$ cat config.mk
export PLATFORM = sky130hd
export DESIGN_NAME = alu_lcd_formatter
export DESIGN_NICKNAME = d
export VERILOG_FILES = /design/src/rtl/alu_lcd_formatter.sv
export SDC_FILE = /design/constraint.sdc
export NUM_CORES = 1
export LEC_CHECK = 0
export ABC_AREA = 1
export ABC_CLOCK_PERIOD_IN_PS = 1550
export CORE_MARGIN = 2
export CORE_UTILIZATION = 45
export DETAILED_ROUTE_END_ITERATION = 12
export PLACE_DENSITY = 0.76
export SETUP_SLACK_MARGIN = 0.15
export SLEW_MARGIN = 40
export SYNTH_ARGS = -nofsm -noshare
export SYNTH_HDL_FRONTEND = slang
export SYNTH_SLANG_ARGS = --single-unit
$ cat constraint.sdc
create_clock -name iCLK -period 1.55 [get_ports iCLK]
set_input_delay 0.2325 -clock iCLK [delete_from_list [all_inputs] [get_ports iCLK]]
set_output_delay 0.2325 -clock iCLK [all_outputs]
set_load 0.005 [all_outputs]
$ cat src/rtl/alu_lcd_formatter.sv
// alu_lcd_formatter
// -----------------
// Downstream stage of the 4-bit ALU challenge unit. A debounced press of the
// push button captures the ALU operands, opcode and result. Each 4-bit value
// is converted to two decimal digits with a serial shift-add-3 (double
// dabble). The results drive the 12 ASCII character inputs of the board LCD
// controller.
//   Line 0 : "AA?BB="   (operand a, op char, operand b)
//   Line 1 : "R=sRR "   (sign char, result magnitude)
//
// Optional feature macro: SIGNED_RES_EN
//   When defined, a subtraction whose result has bit 3 set is shown as a
//   negative two's-complement value ("R=-02 "). When undefined, the sign
//   column is always a space and the result is shown unsigned (0..15).
//
// Parameters
//   DEB_CYCLES : consecutive stable cycles needed to accept a key level
//                change (>= 2)
//
// Ports
//   iCLK          in   system clock
//   iRST_N        in   asynchronous active-low reset
//   iKEY_N        in   raw push button, active-low, asynchronous to iCLK
//   iA, iB        in   4-bit ALU operands
//   iSEL          in   ALU opcode: 00 add, 01 sub, 10 and, 11 or
//   iRES          in   4-bit ALU result
//   d0x0..d0x5    out  LCD line 0 characters (ASCII)
//   d1x0..d1x5    out  LCD line 1 characters (ASCII)
//   oBUSY         out  high from the capture cycle through the conversion
//   oDONE         out  one-cycle pulse while freshly written characters appear
module alu_lcd_formatter #(
  parameter int DEB_CYCLES = 1000000
) (
  input  logic       iCLK,
  input  logic       iRST_N,
  input  logic       iKEY_N,
  input  logic [3:0] iA,
  input  logic [3:0] iB,
  input  logic [1:0] iSEL,
  input  logic [3:0] iRES,
  output logic [7:0] d0x0,
  output logic [7:0] d0x1,
  output logic [7:0] d0x2,
  output logic [7:0] d0x3,
  output logic [7:0] d0x4,
  output logic [7:0] d0x5,
  output logic [7:0] d1x0,
  output logic [7:0] d1x1,
  output logic [7:0] d1x2,
  output logic [7:0] d1x3,
  output logic [7:0] d1x4,
  output logic [7:0] d1x5,
  output logic       oBUSY,
  output logic       oDONE
);

  localparam int                 CNT_W   = $clog2(DEB_CYCLES);
  localparam logic [CNT_W-1:0]   CNT_MAX = CNT_W'(DEB_CYCLES - 1);
  localparam logic [7:0]         CH_SP   = 8'h20;

  typedef enum logic [2:0] {
    IDLE    = 3'd0,
    CAPTURE = 3'd1,
    CONV_A  = 3'd2,
    CONV_B  = 3'd3,
    CONV_R  = 3'd4,
    WRITE   = 3'd5
  } state_t;

  // ---------------------------------------------------------------------------
  // Helper functions
  // ---------------------------------------------------------------------------
  // One double-dabble iteration on {tens, units, binary}: correct the units
  // digit, then shift the whole word left. Tens never exceeds 1 for a 4-bit
  // input, so it needs no correction.
  function automatic logic [11:0] dabble_step(input logic [11:0] x);
    logic [3:0] units;
    units = x[7:4];
    if (units >= 4'd5) units = units + 4'd3;
    return {x[10:8], units, x[3:0], 1'b0};
  endfunction

  function automatic logic [7:0] digit_char(input logic [3:0] d);
    return 8'h30 + {4'h0, d};
  endfunction

  function automatic logic [7:0] op_char(input logic [1:0] op);
    logic [7:0] c;
    case (op)
      2'b00:   c = 8'h2B;  // '+'
      2'b01:   c = 8'h2D;  // '-'
      2'b10:   c = 8'h26;  // '&'
      default: c = 8'h7C;  // '|'
    endcase
    return c;
  endfunction

  // ---------------------------------------------------------------------------
  // Key synchroniser and debouncer
  // ---------------------------------------------------------------------------
  logic             key_s1_q, key_s2_q;
  logic             stable_q, stable_d;
  logic [CNT_W-1:0] deb_cnt_q, deb_cnt_d;
  logic             press;

  always_comb begin
    deb_cnt_d = '0;
    stable_d  = stable_q;
    press     = 1'b0;
    if (key_s2_q != stable_q) begin
      if (deb_cnt_q == CNT_MAX) begin
        stable_d = key_s2_q;
        // Only the 1->0 transition of the accepted level is a press.
        press    = stable_q;
      end else begin
        deb_cnt_d = deb_cnt_q + CNT_W'(1);
      end
    end
  end

  // ---------------------------------------------------------------------------
  // Control FSM
  // ---------------------------------------------------------------------------
  state_t     state_q, state_d;
  logic [1:0] conv_cnt_q, conv_cnt_d;
  logic       busy, write_en, conv_active, last_step;

  always_ff @(posedge iCLK or negedge iRST_N) begin
    if (!iRST_N) begin
      key_s1_q   <= 1'b1;
      key_s2_q   <= 1'b1;
      stable_q   <= 1'b1;
      deb_cnt_q  <= '0;
      state_q    <= IDLE;
      conv_cnt_q <= '0;
      oDONE      <= 1'b0;
    end else begin
      key_s1_q   <= iKEY_N;
      key_s2_q   <= key_s1_q;
      stable_q   <= stable_d;
      deb_cnt_q  <= deb_cnt_d;
      state_q    <= state_d;
      conv_cnt_q <= conv_cnt_d;
      // Registered so the pulse coincides with the new characters.
      oDONE      <= write_en;
    end
  end

  always_comb begin
    state_d = state_q;
    case (state_q)
      IDLE:    if (press) state_d = CAPTURE;
      CAPTURE: state_d = CONV_A;
      CONV_A:  if (last_step) state_d = CONV_B;
      CONV_B:  if (last_step) state_d = CONV_R;
      CONV_R:  if (last_step) state_d = WRITE;
      WRITE:   state_d = IDLE;
      default: state_d = IDLE;
    endcase
  end

  always_comb begin
    busy        = (state_q != IDLE);
    write_en    = (state_q == WRITE);
    conv_active = (state_q == CONV_A) || (state_q == CONV_B) ||
                  (state_q == CONV_R);
    last_step   = conv_active && (conv_cnt_q == 2'd3);
    // Free-running 2-bit step counter; wraps to 0 on the fourth step.
    conv_cnt_d  = conv_active ? conv_cnt_q + 2'd1 : 2'd0;
  end

  assign oBUSY = busy;

  // ---------------------------------------------------------------------------
  // Capture and conversion datapath
  // ---------------------------------------------------------------------------
  logic [3:0]  b_q, res_q;
  logic [1:0]  sel_q;
  logic [11:0] dd_q, dd_d, dd_step;
  logic [7:0]  a_bcd_q, b_bcd_q, r_bcd_q;
  logic [3:0]  res_mag;
  logic        res_neg;

`ifdef SIGNED_RES_EN
  assign res_neg = (sel_q == 2'b01) && res_q[3];
  assign res_mag = res_neg ? (~res_q + 4'd1) : res_q;
`else
  assign res_neg = 1'b0;
  assign res_mag = res_q;
`endif

  assign dd_step = dabble_step(dd_q);

  // The next value to convert is loaded on the final step of the previous one,
  // so the three conversions run back to back.
  always_comb begin
    dd_d = dd_q;
    if (state_q == CAPTURE) begin
      dd_d = {8'h00, iA};
    end else if (conv_active) begin
      dd_d = dd_step;
      if (last_step) begin
        if (state_q == CONV_A)      dd_d = {8'h00, b_q};
        else if (state_q == CONV_B) dd_d = {8'h00, res_mag};
      end
    end
  end

  always_ff @(posedge iCLK) begin
    dd_q <= dd_d;
    if (state_q == CAPTURE) begin
      b_q   <= iB;
      sel_q <= iSEL;
      res_q <= iRES;
    end
    if (last_step) begin
      if (state_q == CONV_A) a_bcd_q <= dd_step[11:4];
      if (state_q == CONV_B) b_bcd_q <= dd_step[11:4];
      if (state_q == CONV_R) r_bcd_q <= dd_step[11:4];
    end
  end

  // ---------------------------------------------------------------------------
  // Character output registers
  // ---------------------------------------------------------------------------
  always_ff @(posedge iCLK or negedge iRST_N) begin
    if (!iRST_N) begin
      d0x0 <= CH_SP;
      d0x1 <= CH_SP;
      d0x2 <= CH_SP;
      d0x3 <= CH_SP;
      d0x4 <= CH_SP;
      d0x5 <= CH_SP;
      d1x0 <= CH_SP;
      d1x1 <= CH_SP;
      d1x2 <= CH_SP;
      d1x3 <= CH_SP;
      d1x4 <= CH_SP;
      d1x5 <= CH_SP;
    end else if (write_en) begin
      d0x0 <= digit_char(a_bcd_q[7:4]);
      d0x1 <= digit_char(a_bcd_q[3:0]);
      d0x2 <= op_char(sel_q);
      d0x3 <= digit_char(b_bcd_q[7:4]);
      d0x4 <= digit_char(b_bcd_q[3:0]);
      d0x5 <= 8'h3D;  // '='
      d1x0 <= 8'h52;  // 'R'
      d1x1 <= 8'h3D;  // '='
      d1x2 <= res_neg ? 8'h2D : CH_SP;
      d1x3 <= digit_char(r_bcd_q[7:4]);
      d1x4 <= digit_char(r_bcd_q[3:0]);
      d1x5 <= CH_SP;
    end
  end

endmodule
==> results of run 1 <==
==> metal layers <==
metal | vias up | part of all wire, %
li1 | 1799 | -
met1 | 1878 | 38
met2 | 162 | 54
met3 | 24 | 5.9
met4 | 0 | 2.0
met5 | - | 0
==> power by group <==
group / switching (mW) / total [mW] / leakage [nW] / internal, mW
registers: 0.0104 / 2.88 / 1.25 / 2.87
clock network: 1.05 / 1.82 / 0.110 / 0.768
logic: 0.0974 / 0.167 / 2.07 / 0.0693
==> final timing paths <==
| path | to | slack [ps] | cells after the start |
|---|---|---|---|
| worst max-delay path | b_bcd_q[2]$_DFFE_PP_ | -110 | 8 |
| worst min-delay path | key_s1_q$_DFF_PN1_ | 270 | 1 |
| worst max register to register | b_bcd_q[2]$_DFFE_PP_ | -110 | 8 |
| worst min register to register | key_s2_q$_DFF_PN1_ | 360 | 0 |
| max in group asynchronous | d1x0[5]$_DFFE_PN1P_ | 640 | 3 |
| min in group asynchronous | conv_cnt_q[0]$_DFF_PN0_ | 330 | 2 |
==> worst max-delay path, cell delays in order (launching register included) <==
cell        delay [ps]
dfrtp_1            440
buf_6              140
clkinvlp_4         110
buf_6              130
nor2_4             150
buf_6              120
inv_4               30
nor2_4             100
buf_12             140
==> per-stage QoR <==
step                setup TNS [ps]  hold slack, ps  utilization, %  setup slack [ps]  cells
floorplan                        0          -63.09               -             151.0    552
global placement                 0           199.9           52.52             78.47    709
detailed placement          -476.7           201.8           52.52            -101.0    709
CTS                              0           261.6           59.48             26.56    770
global route                 -4824           258.3           65.65            -151.0    794
finish                       -1525           265.7           65.65            -105.6    794
==> repair_timing <==
item	4_1_cts	5_1_grt
setup endpoints to repair	108	129
pin swaps	14	47
hold buffers	1	0
setup buffers	41	19
hold endpoints to repair	12	0
gates resized for setup	127	156
gates cloned	3	5
==> logic make-up (layout without fill, tap and decap cells) <==
| group | after synthesis | after routing | synth area share [%] |
|---|---|---|---|
| AO/OA/AOI/OAI | 33 | 33 | 4.153 |
| flip-flops | 105 | 105 | 56.76 |
| XOR/XNOR | 10 | 10 | 1.783 |
| AND/OR/NAND/NOR | 240 | 240 | 22.24 |
| buffers and inverters | 112 | 214 | 13.89 |
| other | 2 | 48 | 0.1529 |
| adder cells (fa/ha/maj) | 4 | 4 | 1.019 |
==> cells in the mapped netlist (2+ instances only) <==
cell,count,area [µm²]
nand2_1,129,484.2
buf_4,65,488.0
dfrtp_1,56,1401
nor2_1,54,202.7
edfxtp_1,38,1141
inv_1,32,120.1
nand3_1,24,120.1
a21oi_1,12,60.06
o21ai_0,8,40.04
dfxtp_1,7,140.1
inv_2,7,26.28
nor3_1,7,35.03
buf_2,6,30.03
xor2_1,6,52.55
dfstp_2,4,105.1
ha_1,4,50.05
nand2_2,4,25.02
nand4_1,4,25.02
nor2_2,4,25.02
o21ai_2,4,35.03
xnor2_1,4,35.03
nor2_4,3,33.78
nor3_4,3,48.80
a32o_1,2,20.02
conb_1,2,7.510
nand2_4,2,22.52
o21ai_1,2,10.01
==> cell type report <==
type	instances	area [µm²]	area share, %
timing repair buffer	158	1544	21.89
clock buffer	11	162.7	2.306
tap	140	175.2	2.483
multi-input combinational	335	2137	30.29
sequential	105	2798	39.66
clock inverter	5	48.80	0.6917
inverter	40	188.9	2.678
==> flip-flops by register name, indices dropped and copies added, names as in the netlist, 5 cells and up <==
signal / cells
d0x2: 5
b_bcd_q: 8
deb_cnt_q: 20
a_bcd_q: 8
dd_q: 11
r_bcd_q: 8
==> summary.md, run 1 <==
| Metric | Value |
|---|---|
| Status | `complete, but fails checks` |
| Failing checks | `negative setup slack` |
| Floorplan Core Area | `10750 µm²` |
| Synthesized instance count | `506` |
| Pre-antenna DRT Iters | `4` |
| Leakage power | `3.435 nW` |
| Min Tclk post-route | `1656 ps` |
| Pwr Total | `4.866 mW` |
| Die height | `108.5 µm` |
| GR Util met1 | `22.02%` |
| Die width | `108.5 µm` |
| Total CTS buffers | `9` |
| Cell area after layout | `7054 µm²` |
| Fin crit share | `106.8%` |
| Largest net degree at the start of global routing | `32` |
| Ys flop type | `dfrtp_1` |
| Synth warn | `0` |
| Most frequent cells in the layout | `nand2_1, dfrtp_1, buf_4, conb_1, nor2_1` |
| Worst-path clk slew | `100 ps` |
| Setup violations, final | `39` |
| CP arrival | `1760 ps` |
| DP Area | `5643 µm²` |
| Met2 Track Usage GR | `approximately a third` |
| Vias post-DR | `3863` |
| Gr busiest metal | `met2` |
| I/O Buffers | `66` |
| Setup crit start | `state_q[0]$_DFFE_PN0P_` |
| Critical Path RT | `around 1700 ps` |
| Initial antenna violation count | `0` |
| Post-synth ARST share | `a little under three fifths` |
| CP endpoint kind | `flip-flop` |
| Critical hold path startpoint | `iKEY_N` |
| Later-pin clock latency in the skew report | `390 ps` |
| F_max | `0.6040 GHz` |
| RSZ-0062 raised after global routing | `true` |
| Final net count | `670` |
| Proportion of layout cells with a drive suffix above 1 | `around two fifths` |
| Yosys cell types | `40` |
| Top Ports | `around 120` |
| Most common cell after layout, fill and taps aside | `nand2_1` |
| DP HPWL | `approximately 6700 µm` |
| Startpoint types | `flip-flop` |
| Fin. Hold Viols | `0` |
| DR WL/cell | `15.66 µm` |
| Filler cells | `804` |
| Routed WL | `approximately 12000 µm` |
| Vias in the first global route | `3641` |
| Max Slew Vio Count | `0` |
| Worst Hold Class | `input pin to flip-flop` |
| Diodes inserted | `0` |
| Power per Cell Area | `689.7 nW/µm²` |
| Worst Skew | `18.14 ps` |
| Die ar. | `11760 µm²` |
| Post-DRT Antenna Nets | `0` |
| Final setup margin | `-105.6 ps` |
| Max VDD drop | `0.4590 mV` |
| DR vias/cell | `4.865` |
| Post-route DRC violation count | `0` |
| Synthesis-to-layout area growth | `43.64%` |
| Clk sinks | `105` |
| FF-to-FF Start | `state_q[0]$_DFFE_PN0P_` |
| Global-route wire length before repair | `17020 µm` |
| Mapped Avg Cell Area | `9.705 µm²` |
| Htree depth | `3` |
| CTS tree | `done` |
| Post-synth EDFFs | `38` |
| Final GP Congestion | `between 0.8 and 0.9` |
| Area of the mapped netlist | `4911 µm²` |
| Sequential share of the synthesized area | `a little under three fifths` |
| All-Layer GR Usage | `about a fifth` |
| Max-cap violation count | `0` |
| Maximum clock insertion buffer count | `2` |
| FP Rows | `38` |
| Grt ovf | `0` |
| Number of synthesized register bits | `about 110` |
| Routing usage on met3 | `3.014%` |
| Clock Tree Root | `clkbuf_8` |
| Iter 0 DRT Violations | `between 200 and 250` |
| CP Max Fanout | `8` |
| Initial Util | `45.70%` |
| Critical path type | `flip-flop to flip-flop` |
Note: power is estimated with default switching activity, not from simulation.
==> inputs of run 2 (changes only) <==
==> constraint.sdc (replaced) <==
create_clock -name iCLK -period 1.55 [get_ports iCLK]
set_input_delay 0.3875 -clock iCLK [delete_from_list [all_inputs] [get_ports iCLK]]
set_output_delay 0.3875 -clock iCLK [all_outputs]
set_load 0.005 [all_outputs]
==> summary.md, run 2 (same netlist as run 1, synthesis figures left out) <==
| Metric | Value |
|---|---|
| Setup violations, final | `48` |
| Htree depth | `3` |
| Top Ports | `115` |
| Cell area after layout | `7254 µm²` |
| Vias in the first global route | `3535` |
| DP HPWL | `6391 µm` |
| Max-cap violation count | `0` |
| CP arrival | `1240 ps` |
| Failing checks | `negative hold slack, negative setup slack` |
| Min Tclk post-route | `1632 ps` |
| Pre-antenna DRT Iters | `5` |
| Worst Hold Class | `input pin to asynchronous set/reset pin` |
| Clock Tree Root | `clkbuf_8` |
| Slew headroom | `59.51%` |
| CP endpoint kind | `output pin` |
| CTS tree | `done` |
| Largest net degree at the start of global routing | `61` |
| FP Rows | `38` |
| Largest regs | `deb_cnt_q (20), dd_q (11)` |
| RSZ-0062 raised after global routing | `true` |
| Setup crit start | `state_q[1]$_DFFE_PN0P_` |
| Routed WL | `12450 µm` |
| Floorplan Core Area | `approximately 11000 µm²` |
| Later-pin clock latency in the skew report | `slightly below 400 ps` |
| # hold bufs at CTS | `0` |
| Most common cell after layout, fill and taps aside | `nand2_1` |
| Setup TNS Final | `-1766 ps` |
| Max VDD drop | `0.3954 mV` |
| Worst Tran Pin Value | `601.0 ps` |
| Diodes inserted | `0` |
| Worst slack, placed | `-47.08 ps` |
| Clk sinks | `about 110` |
| Final setup margin | `-81.67 ps` |
| CP Max Fanout | `2` |
| Startpoint types | `flip-flop` |
| Vias post-DR | `3961` |
| DR vias/cell | `about 4.9` |
| Status | `complete, but fails checks` |
| F_max | `0.6129 GHz` |
| Proportion of layout cells with a drive suffix above 1 | `47.26%` |
| Max reg flops | `20` |
| Die width | `108.5 µm` |
| DR WL/cell | `roughly 15 µm` |
| Worst reg2reg path endpoint | `dd_q[2]$_DFFE_PP_` |
| Total CTS buffers | `9` |
| Pwr Total | `4.822 mW` |
| FF-to-FF Start | `state_q[0]$_DFFE_PN0P_` |
| Power per Cell Area | `664.7 nW/µm²` |
| Max Slew Vio Count | `0` |
| Die height | `108.5 µm` |
| FF-to-FF setup slack | `-80 ps` |
| Critical Path RT | `1160 ps` |
| Most flops, register | `deb_cnt_q` |
| Grt ovf | `0` |
| Final core utilization | `about two thirds` |
| Hold WS | `-20.73 ps` |
| Final GP Congestion | `0.9883` |
| Critical path type | `flip-flop to output pin` |
| Worst-path clk slew | `~90 ps` |
| Initial antenna violation count | `0` |
| Global-route wire length before repair | `16570 µm` |
| Non-filler instance count after layout | `815` |
| Iter 0 DRT Violations | `240` |
| I/O Buffers | `between 60 and 70` |
| Post-route DRC violation count | `0` |
| Critical Path Sink | `oBUSY` |
| Final net count | `approximately 690` |
| Most frequent cells in the layout | `nand2_1, buf_4, buf_6, dfrtp_1, conb_1` |
| Fin. Hold Viols | `16` |
| Post-DRT Antenna Nets | `0` |
| Fin crit share | `105.3%` |
| Leakage power | `approximately 3.4 nW` |
| Worst Skew | `9.882 ps` |
| Die ar. | `11760 µm²` |
| DP Area | `5598 µm²` |
| Synthesis-to-layout area growth | `47.72%` |
| All-Layer GR Usage | `18.30%` |
| Initial Util | `45.70%` |
| Maximum clock insertion buffer count | `2` |
| R2R cell count | `9` |
| Post-placement cell count | `708` |
run 2: area by class of cell:
cell class	count	area, µm²
Tap cell	140	175.2
Timing Repair Buffer	178	1714
Inverter	40	186.4
Sequential cell	105	2794
Fill cell	710	3491
Clock buffer	11	141.4
Multi-Input combinational cell	336	2181
Clock inverter	5	62.56
run 2: critical path, cell delays in order, from the launching register on:
cell and delay, ps:
dfrtp_1 400, nor2_2 120, inv_1 60, nor2_2 110
inv_1 50, buf_2 120
run 2: worst min-delay path by stage:
| stage | startpoint | end | cells past startpoint |
|---|---|---|---|
| after detailed placement | key_s1_q$_DFF_PN1_ | key_s2_q$_DFF_PN1_ | 0 |
| after global routing | iRST_N | deb_cnt_q[4]$_DFF_PN0_ | 2 |
| after floorplan | iRST_N | conv_cnt_q[0]$_DFF_PN0_ | 0 |
| after CTS | iRST_N | conv_cnt_q[0]$_DFF_PN0_ | 2 |
| after global placement | key_s1_q$_DFF_PN1_ | key_s2_q$_DFF_PN1_ | 0 |
| final | iRST_N | deb_cnt_q[4]$_DFF_PN0_ | 2 |
run 2: per-layer routing:
metal,global-route usage [%],vias up,wire length [µm]
met5,0,-,0
met4,7.967,0,391
met3,4.099,31,707
met2,31.56,188,6620
li1,-,1831,-
met1,21.92,1911,4735
run 2: timing repair:
item	4_1_cts	5_1_grt
hold endpoints to repair	0	0
setup buffers	46	36
setup endpoints to repair	128	150
cloned	6	3
resized for setup	244	151
pin swaps	26	45
run 2: power by group:
part,leakage (nW),switching (mW),internal (mW)
logic,2.06,0.0954,0.0638
registers,1.26,0.0103,2.87
clock network,0.102,0.977,0.806
total,3.42,1.08,3.74
